[config.mk]
export PLATFORM = sky130hd
export DESIGN_NAME = key_search_scheduler_flat
export DESIGN_NICKNAME = d
export VERILOG_FILES = /design/src/rtl/key_search_scheduler_if.sv /design/src/rtl/key_search_scheduler.sv /design/src/flat_wrapper.sv
export SDC_FILE = /design/constraint.sdc
export NUM_CORES = 1
export LEC_CHECK = 0
export ABC_AREA = 0
export CAP_MARGIN = 20
export CORE_ASPECT_RATIO = 0.5
export CORE_UTILIZATION = 53
export CTS_BUF_LIST = sky130_fd_sc_hd__clkbuf_8
export CTS_CLUSTER_DIAMETER = 100
export CTS_CLUSTER_SIZE = 8
export DETAILED_ROUTE_END_ITERATION = 10
export PLACE_DENSITY = 0.86
export SETUP_SLACK_MARGIN = 0.1
export SYNTH_ARGS = -nofsm -noshare
export SYNTH_HDL_FRONTEND = slang
export SYNTH_SLANG_ARGS = --single-unit
[constraint.sdc]
create_clock -name clk -period 9.65 [get_ports clk]
set_input_delay 2.4125 -clock clk [delete_from_list [all_inputs] [get_ports clk]]
set_output_delay 2.4125 -clock clk [all_outputs]
set_load 0.1 [all_outputs]
[src/rtl/key_search_scheduler_if.sv]
// Handshake bundle between the key search scheduler and its array of decrypt cores.
// The scheduler side uses the master modport, the cores use the slave modport.
`timescale 1ns/1ps
interface key_search_scheduler_if #(
  parameter int NUM_CORES = 4,
  parameter int KEY_W     = 24
);
  logic [NUM_CORES-1:0] req;
  logic [NUM_CORES-1:0] grant;
  logic [KEY_W-1:0]     key_out;
  logic [NUM_CORES-1:0] result_valid;
  logic [NUM_CORES-1:0] result_match;
  logic                 abort;

  modport master (
    input  req, result_valid, result_match,
    output grant, key_out, abort
  );

  modport slave (
    output req, result_valid, result_match,
    input  grant, key_out, abort
  );
endinterface

[src/rtl/key_search_scheduler.sv]
// Round-robin key dispatcher over [KEY_LOWER, KEY_UPPER]; stops on first match or exhaustion.
// Optional feature macro KEY_SCHED_STATS_EN enables the keys_tried result counter.
`timescale 1ns/1ps
module key_search_scheduler #(
  parameter int               NUM_CORES = 4,
  parameter int               KEY_W     = 24,
  parameter logic [KEY_W-1:0] KEY_LOWER = '0,
  parameter logic [KEY_W-1:0] KEY_UPPER = 24'h3FFFFF
) (
  input  logic                 clk,
  input  logic                 reset,
  input  logic                 start,
  key_search_scheduler_if.master cores,
  output logic                 busy,
  output logic                 success,
  output logic                 failure,
  output logic [KEY_W-1:0]     found_key,
  output logic [KEY_W:0]       keys_tried
);

  localparam int IDX_W = (NUM_CORES > 1) ? $clog2(NUM_CORES) : 1;

  typedef enum logic [2:0] {
    IDLE,
    DISPATCH,
    DRAIN,
    SUCCESS,
    FAIL
  } state_t;

  state_t state, state_nxt;

  logic                 start_d;
  logic [KEY_W:0]       next_key;
  logic [NUM_CORES-1:0] outstanding;
  logic [IDX_W-1:0]     rr_ptr;
  logic [KEY_W-1:0]     key_table [NUM_CORES];
  logic [NUM_CORES-1:0] grant_r;
  logic [KEY_W-1:0]     key_out_r;
  logic                 abort_r;
  logic [KEY_W-1:0]     found_key_r;

  logic                 start_edge;
  logic                 active;
  logic                 restart;
  logic [NUM_CORES-1:0] accepted;
  logic [NUM_CORES-1:0] matched;
  logic                 match_any;
  logic [IDX_W-1:0]     match_idx;
  logic [NUM_CORES-1:0] eligible;
  logic                 grant_found;
  logic [IDX_W-1:0]     grant_idx;
  logic [IDX_W-1:0]     cand_idx;
  logic [NUM_CORES-1:0] grant_vec;
  logic [IDX_W-1:0]     rr_next;
  logic                 do_grant;
  logic                 last_grant;
  logic [NUM_CORES-1:0] outstanding_after;

  assign start_edge        = start & ~start_d;
  assign active            = (state == DISPATCH) || (state == DRAIN);
  assign restart           = start_edge && !active;
  assign accepted          = active ? (cores.result_valid & outstanding) : '0;
  assign matched           = accepted & cores.result_match;
  assign match_any         = |matched;
  assign eligible          = cores.req & ~outstanding;
  assign outstanding_after = outstanding & ~accepted;
  // A match in the same cycle suppresses the grant, so no key is issued after a hit.
  assign do_grant          = (state == DISPATCH) && !match_any && grant_found;
  assign last_grant        = do_grant && (next_key == {1'b0, KEY_UPPER});
  assign rr_next           = (grant_idx == IDX_W'(NUM_CORES - 1)) ? '0 : grant_idx + 1'b1;

  always_comb begin
    match_idx = '0;
    for (int i = NUM_CORES - 1; i >= 0; i--) begin
      if (matched[i]) match_idx = IDX_W'(i);
    end
  end

  always_comb begin
    grant_found = 1'b0;
    grant_idx   = '0;
    cand_idx    = '0;
    grant_vec   = '0;
    for (int k = 0; k < NUM_CORES; k++) begin
      if (int'(rr_ptr) + k >= NUM_CORES) cand_idx = IDX_W'(int'(rr_ptr) + k - NUM_CORES);
      else                               cand_idx = IDX_W'(int'(rr_ptr) + k);
      if (!grant_found && eligible[cand_idx]) begin
        grant_found = 1'b1;
        grant_idx   = cand_idx;
      end
    end
    grant_vec[grant_idx] = 1'b1;
  end

  always_comb begin
    state_nxt = state;
    case (state)
      IDLE, SUCCESS, FAIL: if (start_edge) state_nxt = DISPATCH;
      DISPATCH: begin
        if (match_any)       state_nxt = SUCCESS;
        else if (last_grant) state_nxt = DRAIN;
      end
      DRAIN: begin
        if (match_any)                   state_nxt = SUCCESS;
        else if (outstanding_after == '0) state_nxt = FAIL;
      end
      default: state_nxt = IDLE;
    endcase
  end

  always_ff @(posedge clk or posedge reset) begin
    if (reset) begin
      state       <= IDLE;
      start_d     <= 1'b0;
      next_key    <= {1'b0, KEY_LOWER};
      outstanding <= '0;
      rr_ptr      <= '0;
      grant_r     <= '0;
      key_out_r   <= '0;
      abort_r     <= 1'b0;
      found_key_r <= '0;
      for (int i = 0; i < NUM_CORES; i++) key_table[i] <= '0;
    end else begin
      state     <= state_nxt;
      start_d   <= start;
      grant_r   <= '0;
      key_out_r <= '0;
      abort_r   <= 1'b0;
      if (restart) begin
        next_key    <= {1'b0, KEY_LOWER};
        outstanding <= '0;
        rr_ptr      <= '0;
        found_key_r <= '0;
      end else begin
        if (match_any) begin
          found_key_r <= key_table[match_idx];
          abort_r     <= 1'b1;
        end
        outstanding <= outstanding_after | (do_grant ? grant_vec : '0);
        if (do_grant) begin
          grant_r              <= grant_vec;
          key_out_r            <= next_key[KEY_W-1:0];
          key_table[grant_idx] <= next_key[KEY_W-1:0];
          next_key             <= next_key + 1'b1;
          rr_ptr               <= rr_next;
        end
      end
    end
  end

`ifdef KEY_SCHED_STATS_EN
  logic [KEY_W:0] tried_cnt;
  logic [KEY_W:0] accepted_cnt;

  always_comb begin
    accepted_cnt = '0;
    for (int i = 0; i < NUM_CORES; i++) accepted_cnt = accepted_cnt + (KEY_W+1)'(accepted[i]);
  end

  // Accepted results only arrive while searching, so the count freezes in SUCCESS/FAIL.
  always_ff @(posedge clk or posedge reset) begin
    if (reset)        tried_cnt <= '0;
    else if (restart) tried_cnt <= '0;
    else if (active)  tried_cnt <= tried_cnt + accepted_cnt;
  end

  assign keys_tried = tried_cnt;
`else
  assign keys_tried = '0;
`endif

  assign cores.grant   = grant_r;
  assign cores.key_out = key_out_r;
  assign cores.abort   = abort_r;
  assign busy          = active;
  assign success       = (state == SUCCESS);
  assign failure       = (state == FAIL);
  assign found_key     = found_key_r;

endmodule
[src/flat_wrapper.sv]
// flat-port wrapper written by rule: the top's interface ports become plain ports
module key_search_scheduler_flat 
#(
  parameter int               NUM_CORES = 4,
  parameter int               KEY_W     = 24,
  parameter logic [KEY_W-1:0] KEY_LOWER = '0,
  parameter logic [KEY_W-1:0] KEY_UPPER = 24'h3FFFFF
)
  (clk, reset, start, busy, success, failure, found_key, keys_tried, cores_req, cores_result_valid, cores_result_match, cores_grant, cores_key_out, cores_abort);
  key_search_scheduler_if #(.NUM_CORES(NUM_CORES), .KEY_W(KEY_W)) cores_i ();
  input  logic clk;
  input  logic reset;
  input  logic start;
  output logic busy;
  output logic success;
  output logic failure;
  output logic [KEY_W-1:0] found_key;
  output logic [KEY_W:0] keys_tried;
  input wire logic [$bits(cores_i.req)-1:0] cores_req;
  input wire logic [$bits(cores_i.result_valid)-1:0] cores_result_valid;
  input wire logic [$bits(cores_i.result_match)-1:0] cores_result_match;
  output wire logic [$bits(cores_i.grant)-1:0] cores_grant;
  output wire logic [$bits(cores_i.key_out)-1:0] cores_key_out;
  output wire logic [$bits(cores_i.abort)-1:0] cores_abort;
  assign cores_i.req = cores_req;
  assign cores_i.result_valid = cores_result_valid;
  assign cores_i.result_match = cores_result_match;
  assign cores_grant = cores_i.grant;
  assign cores_key_out = cores_i.key_out;
  assign cores_abort = cores_i.abort;
  key_search_scheduler #(.NUM_CORES(NUM_CORES), .KEY_W(KEY_W), .KEY_LOWER(KEY_LOWER), .KEY_UPPER(KEY_UPPER)) u_core (.clk(clk), .reset(reset), .start(start), .cores(cores_i), .busy(busy), .success(success), .failure(failure), .found_key(found_key), .keys_tried(keys_tried));
endmodule
**After elaboration in Yosys (flattened, before gate mapping)**

Cells that the tools add are included.

- Flip-flop bits (word level): 184
- Bits in latches: 0
- Memory bits (writable): 0
- ROM bits: 0
- Input bits: 15
- Output and inout bits: 81
- Logic and storage cells: 132
- Memories kept: 0

- Add/subtract/negate cells: 9
- Multiply operators: 0
- Divide/modulo/power cells: 0
- Magnitude comparators: 13
- Equality and inequality tests: 9
- Shift operators: 0
- Muxes and demuxes: 53
- Bitwise gates (word level): 12
- Reductions and logical operators: 23

Operator list:

| operator | number |
|---|---|
| $mux W24 | 7 |
| $bwmux W96 | 1 |
| $mux W25 | 2 |
| $bmux W24 S2 | 1 |
| $demux W24 S2 | 1 |
| $mux W2 | 15 |
| $add A25 B1 Y25 const B | 1 |
| $eq A25 B22 Y1 const B | 1 |
| $and A4 B4 Y4 | 4 |
| $mux W4 | 4 |
| $ge A3 B3 Y1 const B | 5 |
| $lt A2 B3 Y1 const B | 5 |
| $mux W3 | 5 |
| $mux W1 | 11 |
| $logic_and A1 B1 Y1 | 9 |
| $pmux W3 S3 | 1 |
| $bmux W1 S2 | 4 |
| $not A4 Y4 | 2 |
| $sub A2 B1 Y2 const B | 4 |
| $add A2 B2 Y3 const B | 2 |
| $eq A3 B2 Y1 const B | 2 |
| $not A2 Y3 | 2 |
| $logic_not A1 Y1 | 5 |
| $logic_not A4 Y1 | 1 |
| 22 further kinds | 24 |

**Logic depth before layout (Yosys ltp)**

- Word-level depth: 21
- Depth in mapped cells: 9
- Depth with buffers taken out: 8

**Worst setup path before layout**

No wires, ideal clock.

- Path kind: register -> output
- Start: register u_core.state[2]
- End: output port failure
- Arrival time: 2.743 ns
- Required time: 7.238 ns
- Setup slack: 4.494 ns
- Cell stages (with the launch flop): 4
- Buffers on the path: 1
- Cell sequence: dfrtp_1 clkbuf_1 inv_1 nor3_1

- Longest elaborated chain between the ends: 1

Ends and longest elaborated chain:

| element | line | RTL |
|---|---|---|
| start, declared | key_search_scheduler.sv:31 | `state_t state, state_nxt;` |
| start signal, assigned | key_search_scheduler.sv:125 | `state <= state_nxt;` |
| $eq A3 B3 Y1 | key_search_scheduler.sv:178 | `assign failure = (state == FAIL);` |
| end, declared | flat_wrapper.sv:16 | `output logic failure;` |

Every way passes these cells.

**Worst setup path after layout**

- Start: register u_core.state[1]
- End: output port busy

- Longest elaborated chain between the ends: 2
- Elaborated cells on any way between the ends: 3
- Classes of those cells: 2 x eq/ne; 1 x reduce/logical

Ends and longest elaborated chain:

| element | line | RTL |
|---|---|---|
| $eq A3 B1 Y1 or $eq A3 B2 Y1 (tied branches) | key_search_scheduler.sv:61 | `assign active = (state == DISPATCH) \|\| (state == DRAIN);` |
| $logic_or A1 B1 Y1 (*) | key_search_scheduler.sv:61 |  |
| end, declared | flat_wrapper.sv:14 | `output logic busy;` |

Every way passes the cells marked *; elsewhere a longest branch is shown, timed or not.

==> metrics <==
Clock Sinks=184; I/O Buffers=70; largest net degree at the start of global routing=121; Setup Skew=18.9 ps; utilization after layout=62.3%; initial antenna violation count=0; H-tree depth reported by CTS=4; first drt pass iteration count=5; final setup violation count=0; Slew headroom=33.8%; transition time of the tightest slew-check pin=990 ps; status=complete, no violations; CTS tree=built; Most used DFF post-synth=dfrtp_1; Layout area overhead=13.1%; Slew Limit Fails=0; vias in the first global route=5587; GR peak layer=met2; Iter 0 DRT Violations=437; worst endpoint data arrival time=2750 ps; final WL=18500 um; Req. time, crit path=7240 ps; GRT Util Overall=23.1%; top cells by area, synth=dfrtp_1 53%, mux2_4 9.4%, mux2i_1 6.6%, mux2_2 5.5%, buf_4 2.5%; placed cell count=929; CTS Buf Count=17; Synth top area share=53.2%; f_max=194 MHz; async set-reset flop share out of synthesis=100%; clock tree buffer depth=2; ant diodes=0; # IOs=96; Yosys cell types=57; Die W=183 um; Lkg Pwr=4.96 nW; Hold Slack=511 ps; max_cap viols=0; pre-CTS setup slack=4530 ps; DR WL/cell=19.2 um; share of cells above drive strength 1=21.3%; die height=92.4 um; crit share post-route=53.5%; Post-synth EDFFs=0; Final nets=749; cts hold-fix bufs=0; P per Cell Area=222 mW/mm2; initial core utilization=55.1%; Worst-Skew Late Latency=460 ps; CP Capture Type=output pin; post-synthesis instance area=0.00866 mm2; clock-pin slew on the worst setup and hold paths=110 ps; min cycle time layout=5160 ps; post-CTS setup buffers=0; Synth Warn #=0; register area share after synthesis=53.2%; # fillers=1154; Root Buffer Master=clkbuf_8; grt met1 use=32.2%; DR vias=5576; DP HPWL=11400 um; Via density=5.79; Crit Path Category=reg -> out; DRC=0; post-route setup slack=4490 ps; gpl congestion=0.885; Final ANT Viol Nets=0; CTS resizes=0; maximum vdd drop=0.110 mV; # rows=32; cell accounting for the most synthesized area=dfrtp_1; setup TNS=0 ps; post-synthesis register bit count=184; met2 usage=36.9%; gr ovfl total=0; total core area=0.0157 mm2; non-filler cells, final=963; Fin. Hold Viols=0; die area=0.0169 mm2; first-pass GRT wire length=29900 um; Hold WC Path Type=reg -> reg; Setup crit start kind=flip-flop; GR Layer Usage met3=4.56%; CP max FO=10; syn avg cell area=12.7 um2; RSZ-0062 raised after global routing=no; cells after synthesis=681
==> critical path, stage by stage (launching register included) <==
cell             delay (ps)
dfrtp_1                 500
xnor2_1                 270
nor2_2                  310
clkdlybuf4s50_1        1200
==> final timing paths <==
kind	start	to	slack, ps	cells after the start
min in group asynchronous	reset	u_core.found_key[4]	2370	2
min reg2reg	u_core.key_table[8]	u_core.key_table[8]	510	1
max in group asynchronous	reset	u_core.next_key[0]	6050	3
min	u_core.key_table[8]	u_core.key_table[8]	510	1
max	u_core.state[1]	busy	4490	3
max reg2reg	u_core.state[2]	u_core.key_table[8]	6910	6
==> state kept, by name, indices dropped and copies added, names as in the netlist <==
| register | cells |
|---|---|
| u_core.cores.abort | 1 |
| u_core.next_key | 25 |
| u_core.start_d | 1 |
| u_core.cores.key_out | 24 |
| u_core.state | 3 |
| u_core.outstanding | 4 |
| u_core.key_table | 96 |
| u_core.cores.grant | 4 |
| u_core.found_key | 24 |
| u_core.rr_ptr | 2 |
==> Yosys cell counts, types with 2 or more instances <==
cell type / count
inv_1: 12
a31oi_1: 4
buf_1: 2
nor2b_1: 3
buf_2: 11
o21ai_0: 15
mux2_4: 54
or4_1: 10
o221ai_1: 24
dfrtp_1: 184
mux2_2: 42
mux2i_1: 57
nor3_1: 6
nand3_1: 42
clkbuf_1: 20
nand4_2: 2
a41o_1: 3
nor2_1: 10
nand2_8: 3
o31ai_1: 10
and4_1: 2
ha_1: 5
a21oi_1: 18
xnor2_1: 2
o22ai_1: 2
nand4_1: 6
or3_1: 5
nor2_2: 2
and2_1: 24
buf_4: 29
buf_6: 7
nor3_2: 2
buf_8: 3
and3_1: 3
nand2b_1: 8
nand2_1: 27
clkbuf_2: 2
==> final cells by class <==
| type | instances | area, um2 | share of cell area, % |
|---|---|---|---|
| Clock buffer | 17 | 234 | 2.39 |
| Clock inverter | 15 | 186 | 1.91 |
| Inverter | 13 | 53.8 | 0.550 |
| Multi-Input combinational cell | 434 | 3620 | 37.0 |
| Sequential cell | 184 | 4600 | 47.1 |
| Tap cell | 221 | 277 | 2.83 |
| Timing Repair Buffer | 79 | 808 | 8.26 |
==> layer usage <==
| metal | part of all wire [%] | routed length, um | up-vias |
|---|---|---|---|
| met5 | 0 | 0 | - |
| li1 | - | - | 2495 |
| met2 | 47 | 8700 | 208 |
| met1 | 46 | 8550 | 2850 |
| met4 | 1.1 | 212 | 0 |
| met3 | 5.6 | 1040 | 23 |
==> cell usage in the layout (no fill, tap or decap), types with 7 or more instances in the layout <==
master,netlist,final
or4_1,10,10
o221ai_1,24,24
mux2_4,54,54
a21oi_1,18,18
o31ai_1,10,10
clkdlybuf4s50_1,0,70
clkbuf_8,0,17
nor2_1,10,10
nand3_1,42,41
mux2i_1,57,57
nand2_1,27,27
conb_1,1,25
mux2_2,42,42
and2_1,24,24
dfrtp_1,184,184
o21ai_0,15,15
inv_1,12,11
nand2b_1,8,8
buf_4,29,7
==> logic make-up (layout without fill, tap and decap cells) <==
| group | count (synthesis) | in the layout | share of synthesized area, % |
|---|---|---|---|
| mux | 153 | 153 | 21.4 |
| other cells | 1 | 25 | 0.0433 |
| simple gates | 162 | 162 | 11.0 |
| flops | 184 | 184 | 53.2 |
| compound gates | 87 | 87 | 7.17 |
| xor+xnor | 2 | 2 | 0.202 |
| fa+ha+maj | 5 | 5 | 0.723 |
| buf+inv | 87 | 124 | 6.22 |
==> stage by stage <==
stage,cell area (um2),power (mW)
3_5_place_dp,9310,1.63
2_1_floorplan,8750,1.49
6_report,9790,2.17
4_1_cts,9730,2.17
5_1_grt,9790,2.27
3_3_place_gp,9310,1.61
==> report_power, final <==
part / internal [mW] / switching (mW) / total (mW) / leakage (nW)
Sequential: 0.835 / 0.0667 / 0.902 / 2.54
Combinational: 0.219 / 0.510 / 0.730 / 2.21
Clock: 0.242 / 0.300 / 0.542 / 0.206
Total: 1.30 / 0.877 / 2.17 / 4.96
(Power assumes the default switching activity.)
